### config.mk
export PLATFORM = sky130hd
export DESIGN_NAME = cart_bus_master_flat
export DESIGN_NICKNAME = d
export VERILOG_FILES = /design/src/rtl/cart_bus_master_if.sv /design/src/rtl/cart_bus_master.sv /design/src/flat_wrapper.sv
export SDC_FILE = /design/constraint.sdc
export NUM_CORES = 1
export LEC_CHECK = 0
export ABC_CLOCK_PERIOD_IN_PS = 2900
export BUFFER_PORTS_ARGS = -buffer_cell sky130_fd_sc_hd__buf_2
export CORE_MARGIN = 2
export CORE_UTILIZATION = 40
export DETAILED_ROUTE_END_ITERATION = 10
export GPL_ROUTABILITY_DRIVEN = 0
export GPL_TIMING_DRIVEN = 0
export PLACE_DENSITY = 0.76
export SLEW_MARGIN = 20
export SYNTH_ARGS = -nofsm -noshare
export SYNTH_HDL_FRONTEND = slang
export SYNTH_SLANG_ARGS = --single-unit
### constraint.sdc
create_clock -name CLK -period 2.9 [get_ports CLK]
set_input_delay 0.29 -clock CLK [delete_from_list [all_inputs] [get_ports CLK]]
set_output_delay 0.29 -clock CLK [all_outputs]
set_load 0.005 [all_outputs]
### src/rtl/cart_bus_master_if.sv
// rtl/cart_bus_master_if.sv - host request and cartridge bus signal bundle
interface cart_bus_master_if;
  // host request side
  logic        REQ;
  logic [23:1] REQ_A;
  logic        REQ_WE;
  logic [1:0]  REQ_BE;
  logic [15:0] REQ_D;
  logic        ACK;
  logic [15:0] REQ_Q;
  logic        BUS_ERR;
  // cartridge side
  logic [23:1] VA;
  logic [15:0] VDO;
  logic [15:0] VDI;
  logic        AS_N;
  logic        LWR_N;
  logic        UWR_N;
  logic        CE0_N;
  logic        CAS0_N;
  logic        CAS2_N;
  logic        ASEL_N;
  logic        TIME_N;
  logic        DTACK_N;

  // the bus initiator
  modport master (
    input  REQ, REQ_A, REQ_WE, REQ_BE, REQ_D, VDI, DTACK_N,
    output ACK, REQ_Q, BUS_ERR, VA, VDO,
    output AS_N, LWR_N, UWR_N, CE0_N, CAS0_N, CAS2_N, ASEL_N, TIME_N
  );

  // host plus cartridge responder
  modport slave (
    output REQ, REQ_A, REQ_WE, REQ_BE, REQ_D, VDI, DTACK_N,
    input  ACK, REQ_Q, BUS_ERR, VA, VDO,
    input  AS_N, LWR_N, UWR_N, CE0_N, CAS0_N, CAS2_N, ASEL_N, TIME_N
  );
endinterface

### src/rtl/cart_bus_master.sv
// rtl/cart_bus_master.sv - REQ/ACK host request to Mega Drive cartridge bus cycle
module cart_bus_master #(
  parameter int WAIT_CYC = 2,
  parameter int TIMEOUT  = 255
) (
  input  logic               CLK,
  input  logic               RST,
  cart_bus_master_if.master  bus
);

  localparam logic [1:0] S_IDLE = 2'd0;
  localparam logic [1:0] S_ADDR = 2'd1;
  localparam logic [1:0] S_STRB = 2'd2;
  localparam logic [1:0] S_RCVR = 2'd3;

  localparam logic [7:0] WAIT_LAST = 8'(WAIT_CYC - 1);
  localparam logic [7:0] TMO_LAST  = 8'(TIMEOUT);

  logic [1:0]  state_q, state_d;
  logic [7:0]  cnt_q, cnt_d;
  logic        we_q, we_d;
  logic [1:0]  be_q, be_d;
  logic        ext_q, ext_d;
  logic [23:1] va_q, va_d;
  logic [15:0] vdo_q, vdo_d;
  logic [15:0] rdata_q, rdata_d;
  logic        ack_q, ack_d;
  logic        bus_err_q, bus_err_d;
  logic        as_n_q, as_n_d;
  logic        lwr_n_q, lwr_n_d;
  logic        uwr_n_q, uwr_n_d;
  logic        ce0_n_q, ce0_n_d;
  logic        cas0_n_q, cas0_n_d;
  logic        cas2_n_q, cas2_n_d;
  logic        asel_n_q, asel_n_d;
  logic        time_n_q, time_n_d;

  logic [23:0] byte_addr;
  logic        is_time;
  logic        is_ext;

  // region decode of the incoming request address
  always_comb begin
    byte_addr = {bus.REQ_A, 1'b0};
    is_time   = (bus.REQ_A[23:8] == 16'hA130);
    is_ext    = (byte_addr >= 24'h400000) && (byte_addr <= 24'h9FFFFF) && !is_time;
  end

  // next-state and registered-output computation for the bus cycle
  always_comb begin
    state_d   = state_q;
    cnt_d     = cnt_q;
    we_d      = we_q;
    be_d      = be_q;
    ext_d     = ext_q;
    va_d      = va_q;
    vdo_d     = vdo_q;
    rdata_d   = rdata_q;
    ack_d     = 1'b0;
    bus_err_d = 1'b0;
    as_n_d    = as_n_q;
    lwr_n_d   = lwr_n_q;
    uwr_n_d   = uwr_n_q;
    ce0_n_d   = ce0_n_q;
    cas0_n_d  = cas0_n_q;
    cas2_n_d  = cas2_n_q;
    asel_n_d  = asel_n_q;
    time_n_d  = time_n_q;

    case (state_q)
      S_IDLE: begin
        if (bus.REQ) begin
          state_d  = S_ADDR;
          cnt_d    = 8'd0;
          we_d     = bus.REQ_WE;
          be_d     = bus.REQ_BE;
          ext_d    = is_ext;
          va_d     = bus.REQ_A;
          vdo_d    = bus.REQ_D;
          as_n_d   = 1'b0;
          ce0_n_d  = (bus.REQ_A[23:22] != 2'b00);
          asel_n_d = bus.REQ_A[23];
          time_n_d = !is_time;
        end
      end

      S_ADDR: begin
        state_d = S_STRB;
        cnt_d   = 8'd0;
        if (we_q) begin
          // a write with no byte enables still runs, just without byte strobes
          lwr_n_d  = !be_q[0];
          uwr_n_d  = !be_q[1];
          cas2_n_d = 1'b0;
        end else begin
          cas0_n_d = 1'b0;
        end
      end

      S_STRB: begin
        cnt_d = cnt_q + 8'd1;
        if ((!ext_q && (cnt_q == WAIT_LAST)) || (ext_q && !bus.DTACK_N)) begin
          state_d = S_RCVR;
          ack_d   = 1'b1;
          if (!we_q) rdata_d = bus.VDI;
        end else if (ext_q && (cnt_q == TMO_LAST)) begin
          // nobody answered: complete anyway so the host never hangs
          state_d   = S_RCVR;
          ack_d     = 1'b1;
          bus_err_d = 1'b1;
          rdata_d   = 16'hFFFF;
        end
        if (state_d == S_RCVR) begin
          as_n_d   = 1'b1;
          lwr_n_d  = 1'b1;
          uwr_n_d  = 1'b1;
          ce0_n_d  = 1'b1;
          cas0_n_d = 1'b1;
          cas2_n_d = 1'b1;
          asel_n_d = 1'b1;
          time_n_d = 1'b1;
        end
      end

      // recovery: strobes already high; no acceptance here so strobes get a real gap
      S_RCVR: begin
        state_d = S_IDLE;
      end

      default: begin
        state_d = S_IDLE;
      end
    endcase
  end

  // state and output registers with synchronous reset
  always_ff @(posedge CLK) begin
    if (RST) begin
      state_q   <= S_IDLE;
      cnt_q     <= 8'd0;
      we_q      <= 1'b0;
      be_q      <= 2'b00;
      ext_q     <= 1'b0;
      va_q      <= '0;
      vdo_q     <= '0;
      rdata_q   <= '0;
      ack_q     <= 1'b0;
      bus_err_q <= 1'b0;
      as_n_q    <= 1'b1;
      lwr_n_q   <= 1'b1;
      uwr_n_q   <= 1'b1;
      ce0_n_q   <= 1'b1;
      cas0_n_q  <= 1'b1;
      cas2_n_q  <= 1'b1;
      asel_n_q  <= 1'b1;
      time_n_q  <= 1'b1;
    end else begin
      state_q   <= state_d;
      cnt_q     <= cnt_d;
      we_q      <= we_d;
      be_q      <= be_d;
      ext_q     <= ext_d;
      va_q      <= va_d;
      vdo_q     <= vdo_d;
      rdata_q   <= rdata_d;
      ack_q     <= ack_d;
      bus_err_q <= bus_err_d;
      as_n_q    <= as_n_d;
      lwr_n_q   <= lwr_n_d;
      uwr_n_q   <= uwr_n_d;
      ce0_n_q   <= ce0_n_d;
      cas0_n_q  <= cas0_n_d;
      cas2_n_q  <= cas2_n_d;
      asel_n_q  <= asel_n_d;
      time_n_q  <= time_n_d;
    end
  end

  assign bus.ACK     = ack_q;
  assign bus.REQ_Q   = rdata_q;
  assign bus.BUS_ERR = bus_err_q;
  assign bus.VA      = va_q;
  assign bus.VDO     = vdo_q;
  assign bus.AS_N    = as_n_q;
  assign bus.LWR_N   = lwr_n_q;
  assign bus.UWR_N   = uwr_n_q;
  assign bus.CE0_N   = ce0_n_q;
  assign bus.CAS0_N  = cas0_n_q;
  assign bus.CAS2_N  = cas2_n_q;
  assign bus.ASEL_N  = asel_n_q;
  assign bus.TIME_N  = time_n_q;

endmodule

### src/flat_wrapper.sv
// flat-port wrapper written by rule: the top's interface ports become plain ports
module cart_bus_master_flat 
#(
  parameter int WAIT_CYC = 2,
  parameter int TIMEOUT  = 255
)
  (CLK, RST, bus_REQ, bus_REQ_A, bus_REQ_WE, bus_REQ_BE, bus_REQ_D, bus_VDI, bus_DTACK_N, bus_ACK, bus_REQ_Q, bus_BUS_ERR, bus_VA, bus_VDO, bus_AS_N, bus_LWR_N, bus_UWR_N, bus_CE0_N, bus_CAS0_N, bus_CAS2_N, bus_ASEL_N, bus_TIME_N);
  cart_bus_master_if bus_i ();
  input  logic CLK;
  input  logic RST;
  input wire logic [$bits(bus_i.REQ)-1:0] bus_REQ;
  input wire logic [$bits(bus_i.REQ_A)-1:0] bus_REQ_A;
  input wire logic [$bits(bus_i.REQ_WE)-1:0] bus_REQ_WE;
  input wire logic [$bits(bus_i.REQ_BE)-1:0] bus_REQ_BE;
  input wire logic [$bits(bus_i.REQ_D)-1:0] bus_REQ_D;
  input wire logic [$bits(bus_i.VDI)-1:0] bus_VDI;
  input wire logic [$bits(bus_i.DTACK_N)-1:0] bus_DTACK_N;
  output wire logic [$bits(bus_i.ACK)-1:0] bus_ACK;
  output wire logic [$bits(bus_i.REQ_Q)-1:0] bus_REQ_Q;
  output wire logic [$bits(bus_i.BUS_ERR)-1:0] bus_BUS_ERR;
  output wire logic [$bits(bus_i.VA)-1:0] bus_VA;
  output wire logic [$bits(bus_i.VDO)-1:0] bus_VDO;
  output wire logic [$bits(bus_i.AS_N)-1:0] bus_AS_N;
  output wire logic [$bits(bus_i.LWR_N)-1:0] bus_LWR_N;
  output wire logic [$bits(bus_i.UWR_N)-1:0] bus_UWR_N;
  output wire logic [$bits(bus_i.CE0_N)-1:0] bus_CE0_N;
  output wire logic [$bits(bus_i.CAS0_N)-1:0] bus_CAS0_N;
  output wire logic [$bits(bus_i.CAS2_N)-1:0] bus_CAS2_N;
  output wire logic [$bits(bus_i.ASEL_N)-1:0] bus_ASEL_N;
  output wire logic [$bits(bus_i.TIME_N)-1:0] bus_TIME_N;
  assign bus_i.REQ = bus_REQ;
  assign bus_i.REQ_A = bus_REQ_A;
  assign bus_i.REQ_WE = bus_REQ_WE;
  assign bus_i.REQ_BE = bus_REQ_BE;
  assign bus_i.REQ_D = bus_REQ_D;
  assign bus_i.VDI = bus_VDI;
  assign bus_i.DTACK_N = bus_DTACK_N;
  assign bus_ACK = bus_i.ACK;
  assign bus_REQ_Q = bus_i.REQ_Q;
  assign bus_BUS_ERR = bus_i.BUS_ERR;
  assign bus_VA = bus_i.VA;
  assign bus_VDO = bus_i.VDO;
  assign bus_AS_N = bus_i.AS_N;
  assign bus_LWR_N = bus_i.LWR_N;
  assign bus_UWR_N = bus_i.UWR_N;
  assign bus_CE0_N = bus_i.CE0_N;
  assign bus_CAS0_N = bus_i.CAS0_N;
  assign bus_CAS2_N = bus_i.CAS2_N;
  assign bus_ASEL_N = bus_i.ASEL_N;
  assign bus_TIME_N = bus_i.TIME_N;
  cart_bus_master #(.WAIT_CYC(WAIT_CYC), .TIMEOUT(TIMEOUT)) u_core (.CLK(CLK), .RST(RST), .bus(bus_i));
endmodule
# ---- Word-level counts from Yosys, hierarchy flattened
# Index checks and enable logic that the tools add are counted.
dict set report totals {
  register_bits 79
  inputBits 62
  output_inout_bits 65
  elab_cells 88
}
dict set report classes {
  addsub 1
  n_lt_le_gt_ge 2
  n_eq_ne 12
  n_mux 29
  bitwise_logic 1
  reduce_logical 25
}
# op count
set ops {}
lappend ops {{16-bit two-way mux} 3}
lappend ops {{24-bit by 23-bit >= comparator with 1-bit output, second input constant} 1}
lappend ops {{24-bit <= comparator, second input constant} 1}
lappend ops {{8-bit case mux with 3 select lines} 1}
lappend ops {{16-bit == test, second input constant} 1}
lappend ops {{1-bit case mux with 2 select lines} 8}
lappend ops {{3-bit AND reduction} 4}
lappend ops {{1-bit two-way mux} 11}
lappend ops {{8-bit by 1-bit adder with 8-bit output, second input constant} 1}
lappend ops {{8-bit by 1-bit == test with 1-bit output, second input constant} 1}
lappend ops {{8-bit == test, second input constant} 1}
lappend ops {{2-bit two-way mux} 4}
lappend ops {{8-bit two-way mux} 1}
lappend ops {{2-bit case mux with 4 select lines} 1}
lappend ops {{2-bit nonzero test} 4}
lappend ops {{2-bit == test, second input constant} 3}
lappend ops {{2-bit inequality test, second input constant} 3}
lappend ops {{1-bit logical AND} 5}
lappend ops {{1-bit logical NOT} 5}
lappend ops {{2-bit by 1-bit inequality test with 1-bit output, second input constant} 2}
lappend ops {{2-bit AND reduction} 2}
lappend ops {{3-bit nonzero test} 1}
lappend ops {{3-bit OR reduction} 1}
lappend ops {{2-bit by 1-bit == test with 1-bit output, second input constant} 1}
lappend ops {{4 further kinds} 4}

# ---- Depth between registers and ports, before layout
# Gate-level depths: netlist (run 1).
dict set report logic_depth {
  depth_word 8
  depth_mapped 7
  mapped_depth_nobuf 6
}

# ---- Least setup slack after synthesis (run 1)
# Ideal clock, no wire load.
dict set report synth_path {
  path_kind {register to register}
  startpoint {register u_core.cnt_q[0]}
  endpoint {register u_core.rdata_q[10], in the netlist u_core.bus.REQ_Q[10]}
  setup_ns 0.119
  arrival_time_ns 1.914
  required_time_ns 2.781
  setup_slack_ns 0.867
  path_stages_with_launch 7
  path_buffers 1
  synth_period_minus_slack_ns 2.033
  path_cell_list {dfxtp_1 > ha_1 > or4b_4 > o22ai_4 > mux2_4 > buf_6 > o221a_1}
}
dict set report synth_between {
  elab_chain_len 5
  word_cells_on_any_way 9
}
# item line_no
set synth_lines {}
lappend synth_lines {{start: declaration} cart_bus_master.sv:20} ;# logic [7:0] cnt_q, cnt_d;
lappend synth_lines {{start signal: assignment} cart_bus_master.sv:159} ;# cnt_q <= cnt_d;
lappend synth_lines {{8-bit by 1-bit == test with 1-bit output} cart_bus_master.sv:102} ;# if ((!ext_q && (cnt_q == WAIT_LAST)) || (ext_q && !bus.DTACK_N)) begin
lappend synth_lines {{1-bit logical AND} cart_bus_master.sv:102}
lappend synth_lines {{1-bit logical OR} cart_bus_master.sv:102}
lappend synth_lines {{2-bit inequality test (no line) or 2-bit nonzero test (tied branches)} -}
lappend synth_lines {{3-bit AND reduction (no line)} -}
lappend synth_lines {{end signal: assignment} cart_bus_master.sv:165} ;# rdata_q <= rdata_d;
lappend synth_lines {{end: declaration} cart_bus_master.sv:26} ;# logic [15:0] rdata_q, rdata_d;
# Parallel ways exist; a longest one is shown, timed or not.
# A chain may end at the register's enable or synchronous reset.

# ---- Final worst setup path (run 1)
dict set report layout_path {
  startpoint {register u_core.cnt_q[0]}
  endpoint {register u_core.rdata_q[15], in the netlist u_core.bus.REQ_Q[15]}
}
# The elaborated chain is that of the path after synthesis.

==> reports/qor.yml, run 1 <==
setup_path:
  crit_buf_inv: 1
  worstPathArrival_ps: 2430
  cp.required_ps: 3130
  cpMaxStageDelayCell: "or4b_4"
  crit_type: "reg2reg"
  timing.rr.end: "u_core.bus.REQ_Q[15]"
  start_kind: "flip-flop"
  rr_startpoint: "u_core.cnt_q[0]"
  critPathMaxFanout: 10
  reg2regPathDepth: 6
  r2r_slack_ps: 700
  path_delay_family: "compound AO/OA/AOI/OAI gates"
  critical_path.endpoint_type: "flip-flop"
  cpPeakStageDelay_ps: 470
  path_cells: "ha_1 > or4b_4 > o22ai_4 > mux2_4 > buf_6 > o221a_1"
power_and_ir_drop:
  p_int_mw: 2.11
  pwr-share-comb_pct: 27.1
  clkPwrFrac_pct: 29.8
  p_leak_nw: 1.77
  switching_share_pct: 32.3
  pwr-share-seq_pct: 43.1
  netSwitchingPower_mw: 1.01
  vdd_drop_max_mv: 0.352
  p_per_area_nw_per_um2: 762
outcome:
  status: "completed"
die:
  die_area_um2: 8490
  die_x_um: 92.2
  fp.dieH_um: 92.2
  fp-row-count: 32
  initial_core_util_pct: 40.7
  coreArea_um2: 7650
  io_pins: 127
routing:
  drcViolationCount: 0
  wirelength_mm: 7.79
  wire_per_inst_um: 13.0
  dr.pass1.iters: 4
  drt_iter0_drc: 112
  vias: 3019
  ant_nets: 0
  via_per_inst: 5.03
logic_synthesis:
  ys_async_sr_fraction_pct: 0
  yosysWarningCount: 0
  syn_area_um2: 3110
  synth_seq_cells: 79
  synth_edf_count: 0
  synth_area_per_cell_um2: 8.73
  ys.flop_type: "dfxtp_1"
  netlist_instances: 356
  synth-seq-area-share_pct: 50.9
  syn_nets: 425
  yosysUniqueCellTypes: 44
placement:
  dpl.hpwl_mm: 5.77
  port_buffers: 126
  placed_cell_area_um2: 3870
timing:
  max_clock_freq_ghz: 0.455
  hold_viol_final: 0
  skew_ps: 8.95
  post-route-min-period_ps: 2200
  worst_hold_slack_ps: 166
  setup-violations-final: 0
  maxSlewViolCount: 0
  rsz0062_at_grt: "false"
  post-route-period-util_pct: 75.8
  worst_pin_slew_ps: 755
  slew_headroom_pct: 49.3
  tns_ps: 0
clocking:
  ctsResizeCount: 0
  clkLatencyLatePin_ps: 350
  h-tree-depth: 3
  path_clk_slew_ps: 80
  cts.path.max_buffers: 2
  cts_tree: "yes"
  clock_sinks: 79
  hold_buffers: 0
  post_cts_buffers: 0
  clockRootBuffer: "clkbuf_8"
  cts_made_buffers: 9
min_path:
  hold_path_end: "u_core.bus.VDO[1]"
  hp-start: "bus_REQ_D[1]"
  hold_depth: 3
  hold_path_class: "in2reg"
global_routing:
  grt_max_degree: 14
  antenna_found_initial: 0
  grt_overflow_total: 0
  grt_pass1_wl_mm: 12.9
  track_usage_pct: 18.8
  grt_pass1_vias: 2775
final_layout:
  fillers: 745
  antenna_cells: 0
  mostFrequentLayoutCells: "buf_2 (127), nand2_1 (95), dfxtp_1 (79)"
  multiInputGateArea_um2: 1410
  nets: 562
  final_common_cell: "buf_2"
  register_area_um2: 1580
  syn2layout_area_growth_pct: 31.8
  fin_area_um2: 4100
  layout-drive-gt1-share_pct: 31.7
flow_run:
  drv_cap: 0
through the flow:
stage | std cells | util (%) | power (mW) | worst slack, ps
4_1_cts | 600 | 53.6 | 3.14 | 701
5_1_grt | 600 | 53.6 | 3.32 | 596
2_1_floorplan | 356 | - | 1.88 | 867
3_5_place_dp | 584 | 50.6 | 2.21 | 716
3_3_place_gp | 584 | 50.6 | 2.19 | 755
6_report | 600 | 53.6 | 3.12 | 700
worst max path at each step:
stage	startpoint	end	slack [ps]	cells past startpoint
after floorplan	u_core.cnt_q[0]	u_core.bus.REQ_Q[10]	870	6
after global placement	u_core.cnt_q[0]	u_core.bus.REQ_Q[3]	760	6
after detailed placement	u_core.cnt_q[0]	u_core.bus.REQ_Q[10]	720	6
after CTS	u_core.cnt_q[0]	u_core.bus.REQ_Q[10]	700	6
after global routing	u_core.cnt_q[0]	u_core.bus.REQ_Q[15]	600	6
final	u_core.cnt_q[0]	u_core.bus.REQ_Q[15]	700	6
cells in the mapped netlist (3+ instances only):
cell type	number	area, um2
ha_1	7	87.6
a21oi_1	51	255
xnor2_1	4	35.0
clkbuf_1	19	71.3
nand4_1	3	18.8
nor4_1	5	31.3
nor2_1	13	48.8
dfxtp_1	79	1580
o221a_2	6	67.6
o221a_1	10	113
nor3_1	7	35.0
o22ai_1	3	18.8
nand3_1	3	15.0
o211ai_1	3	22.5
nand2_1	95	357
o21ai_0	8	40.0
inv_1	5	18.8
routing by layer:
metal | GRT usage, % | part of all wire, %
met1 | 23.1 | 44
met2 | 31.2 | 45
met3 | 6.16 | 8.9
met4 | 5.97 | 1.2
met5 | 0 | 0
tightest hold or removal path, stage by stage:
cell     delay [ps]
buf_2            90
nand2_1          40
a21oi_1          50
layout make-up:
type                    count  share of cell area, %
clock inverters             4                   1.86
flip-flops and latches     79                   38.6
well taps                 102                   3.11
multi-input cells         249                   34.5
inverters                   7                  0.641
repair buffers            126                   15.4
clock buffers              12                   3.79
plain buffers              21                   2.14
power by group through the flow:
| stage | logic (mW) | clock network, mW | registers (mW) |
|---|---|---|---|
| finish | 0.846 | 0.931 | 1.35 |
| global route | 0.957 | 0.995 | 1.37 |
| CTS | 0.849 | 0.946 | 1.35 |
| detailed placement | 0.842 | 0 | 1.37 |
| global placement | 0.826 | 0 | 1.36 |
| floorplan | 0.511 | 0 | 1.37 |
sequential cells by signal, indices dropped and copies added, names as in the netlist:
register / flops
u_core.bus.VDO: 16
u_core.we_q: 1
u_core.bus.CAS2_N: 1
u_core.bus.AS_N: 1
u_core.ext_q: 1
u_core.bus.UWR_N: 1
u_core.bus.ASEL_N: 1
u_core.bus.CE0_N: 1
u_core.bus.TIME_N: 1
u_core.be_q: 2
u_core.bus.VA: 23
u_core.bus.CAS0_N: 1
u_core.bus.BUS_ERR: 1
u_core.bus.ACK: 1
u_core.state_q: 2
u_core.bus.REQ_Q: 16
u_core.cnt_q: 8
u_core.bus.LWR_N: 1
cells by family after synthesis:
group,count (synthesis),synth area share [%]
flops,79,50.9
mux,3,1.17
xor+xnor,4,1.13
buf+inv,28,3.66
fa+ha+maj,7,2.82
simple gates,145,21.1
compound gates,90,19.2
No activity file was read; power rests on OpenSTA's default activity.
==> inputs of run 2 (changes only) <==
Settings changed: ABC_CLOCK_PERIOD_IN_PS 2900 to 2100.
Clock period 2.9 ns to 2.1 ns, I/O delays scaled along.
==> reports/qor.yml, run 2 (same netlist as run 1, synthesis figures left out) <==
global_routing:
  grt_max_degree: 14  # unchanged
  track_usage_pct: 18.8  # about the same
  grt_pass1_vias: 2779  # was 2,775
  grt_pass1_wl_mm: 12.9  # about the same
  antenna_found_initial: 0  # unchanged
  grt_overflow_total: 0  # unchanged
setup_path:
  cpMaxStageDelayCell: "or4b_4"  # unchanged
  cp.required_ps: 2350  # was 3130 ps
  critical_path.endpoint_type: "flip-flop"  # unchanged
  crit_type: "reg2reg"  # unchanged
  worstSetupStartpoint: "u_core.cnt_q[1]"  # was u_core.cnt_q[0]
  worstPathArrival_ps: 2280  # was 2430 ps
  rr_startpoint: "u_core.cnt_q[1]"  # was u_core.cnt_q[0]
  cpPeakStageDelay_ps: 470  # about the same
  start_kind: "flip-flop"  # unchanged
  path_cells: "inv_1 > ha_1 > or4b_4 > o22ai_4 > mux2_4 > buf_2 > o221a_1"  # was ha_1 > or4b_4 > o22ai_4 > mux2_4 > buf_6 > o221a_1
  critPathMaxFanout: 5  # was 10
routing:
  via_per_inst: 4.98  # was 5.03
  vias: 3023  # was 3,019
  wirelength_mm: 7.83  # was 7.79 mm
  drcViolationCount: 0  # unchanged
  dr.pass1.iters: 4  # unchanged
  drt_iter0_drc: 122  # was 112
  ant_nets: 0  # unchanged
  wire_per_inst_um: 12.9  # was 13.0 um
clocking:
  clock_sinks: 79  # unchanged
  clockRootBuffer: "clkbuf_8"  # unchanged
  cts.path.max_buffers: 2  # unchanged
  hold_buffers: 0  # unchanged
  cts_tree: "yes"  # unchanged
  h-tree-depth: 3  # unchanged
  path_clk_slew_ps: 80  # about the same
  cts_made_buffers: 9  # unchanged
  clkLatencyLatePin_ps: 360  # was 350 ps
timing:
  worst_hold_slack_ps: 83.7  # was 166 ps
  hold_viol_final: 0  # unchanged
  maxSlewViolCount: 0  # unchanged
  max_clock_freq_ghz: 0.492  # was 0.455 GHz
  post-route-min-period_ps: 2030  # was 2200 ps
  worst_pin_slew_ps: 550  # was 755 ps
  tns_ps: 0  # unchanged
  setup-violations-final: 0  # unchanged
  rsz0062_at_grt: "true"  # was false
  skew_ps: 9.33  # was 8.95 ps
  post-route-period-util_pct: 96.8  # was 75.8%
  setup_ws_ps: 67.7  # was 700 ps
  slew_headroom_pct: 63.3  # was 49.3%
final_layout:
  layout-drive-gt1-share_pct: 34.3  # was 31.7%
  multiInputGateArea_um2: 1420  # was 1410 um2
  fin_util_pct: 54.6  # was 53.6%
  fin_area_um2: 4180  # was 4100 um2
  antenna_cells: 0  # unchanged
  final_common_cell: "buf_2"  # unchanged
  fillers: 738  # was 745
  syn2layout_area_growth_pct: 34.4  # was 31.8%
  mostFrequentLayoutCells: "buf_2 (128), nand2_1 (95), dfxtp_1 (77)"  # was buf_2 (127), nand2_1 (95), dfxtp_1 (79)
  largest_reg_flops: 23  # unchanged
  nets: 569  # was 562
  register_area_um2: 1580  # about the same
die:
  fp-row-count: 32  # unchanged
  initial_core_util_pct: 40.7  # unchanged
  io_pins: 127  # unchanged
  die_x_um: 92.2  # unchanged
  die_area_um2: 8490  # unchanged
  coreArea_um2: 7650  # unchanged
  fp.dieH_um: 92.2  # unchanged
power_and_ir_drop:
  vdd_drop_max_mv: 0.482  # was 0.352 mV
  p_per_area_nw_per_um2: 1050  # was 762 nW/um2
  p_leak_nw: 1.82  # was 1.77 nW
flow_run:
  drv_cap: 0  # unchanged
placement:
  place_ws_ps: -83.6  # was 716 ps
  port_buffers: 126  # unchanged
  placed_cell_area_um2: 3870  # unchanged
  dpl.hpwl_mm: 5.77  # unchanged
min_path:
  hold_path_class: "in2reg"  # unchanged
  hp-start: "bus_REQ_A[5]"  # was bus_REQ_D[1]
outcome:
  status: "completed"  # unchanged
-- run 2: cell count changes in the layout (fill, tap and decap cells not counted) --
cell / before / now
clkbuf_2: 0 / 4
buf_12: 0 / 1
clkinv_1: 2 / 1
clkbuf_1: 20 / 16
o31ai_2: 0 / 1
o31ai_1: 2 / 1
dfxtp_2: 0 / 2
buf_4: 0 / 5
buf_2: 127 / 128
clkinvlp_4: 1 / 2
dfxtp_1: 79 / 77
-- run 2: final cells by class --
cell class	instances	share of cell area, %
Multi-Input combinational cell	249	34.0
Buffer	21	2.22
Timing Repair Buffer	133	16.6
Inverter	7	0.719
Clock inverter	4	1.83
Clock buffer	12	3.71
Tap cell	102	3.05
Sequential cell	79	37.9
-- run 2: path summary, 6_finish.rpt --
check / endpoint / slack [ps] / depth (start not counted)
max: u_core.bus.REQ_Q[4] / 70 / 7
min: u_core.bus.VA[6] / 80 / 3
max reg2reg: u_core.bus.REQ_Q[4] / 70 / 7
min reg2reg: u_core.bus.VA[11] / 460 / 2
-- run 2: critical path: cells and delay by family (launching register included) --
kind / cells / cell delay [ps]
simple gates: 1 / 470
compound gates: 2 / 420
mux: 1 / 360
flops: 1 / 340
buf+inv: 2 / 210
fa+ha+maj: 1 / 130
-- run 2: timing repair --
action	4_1_cts	5_1_grt
cloned	0	1
setup buffers	1	5
pin swaps	1	3
gates resized for setup	0	12
setup endpoints to repair	10	46
-- run 2: power by group --
group          switching, mW  internal, mW
clock network          0.547         0.739
registers              0.137          1.72
logic                  0.724         0.511
-- run 2: metal layers --
metal / share of wire [%] / vias up / GRT usage, %
met1: 45 / 1377 / 23.1
met5: 0 / - / 0
met2: 45 / 100 / 31.3
met4: 1.4 / 0 / 5.97
met3: 8.3 / 11 / 6.16
li1: - / 1535 / -
-- run 2: through the flow --
stage               total power, mW  cells
floorplan                      2.60    356
global placement               3.02    584
detailed placement             3.05    584
CTS                            4.34    601
global route                   4.65    607
finish                         4.38    607
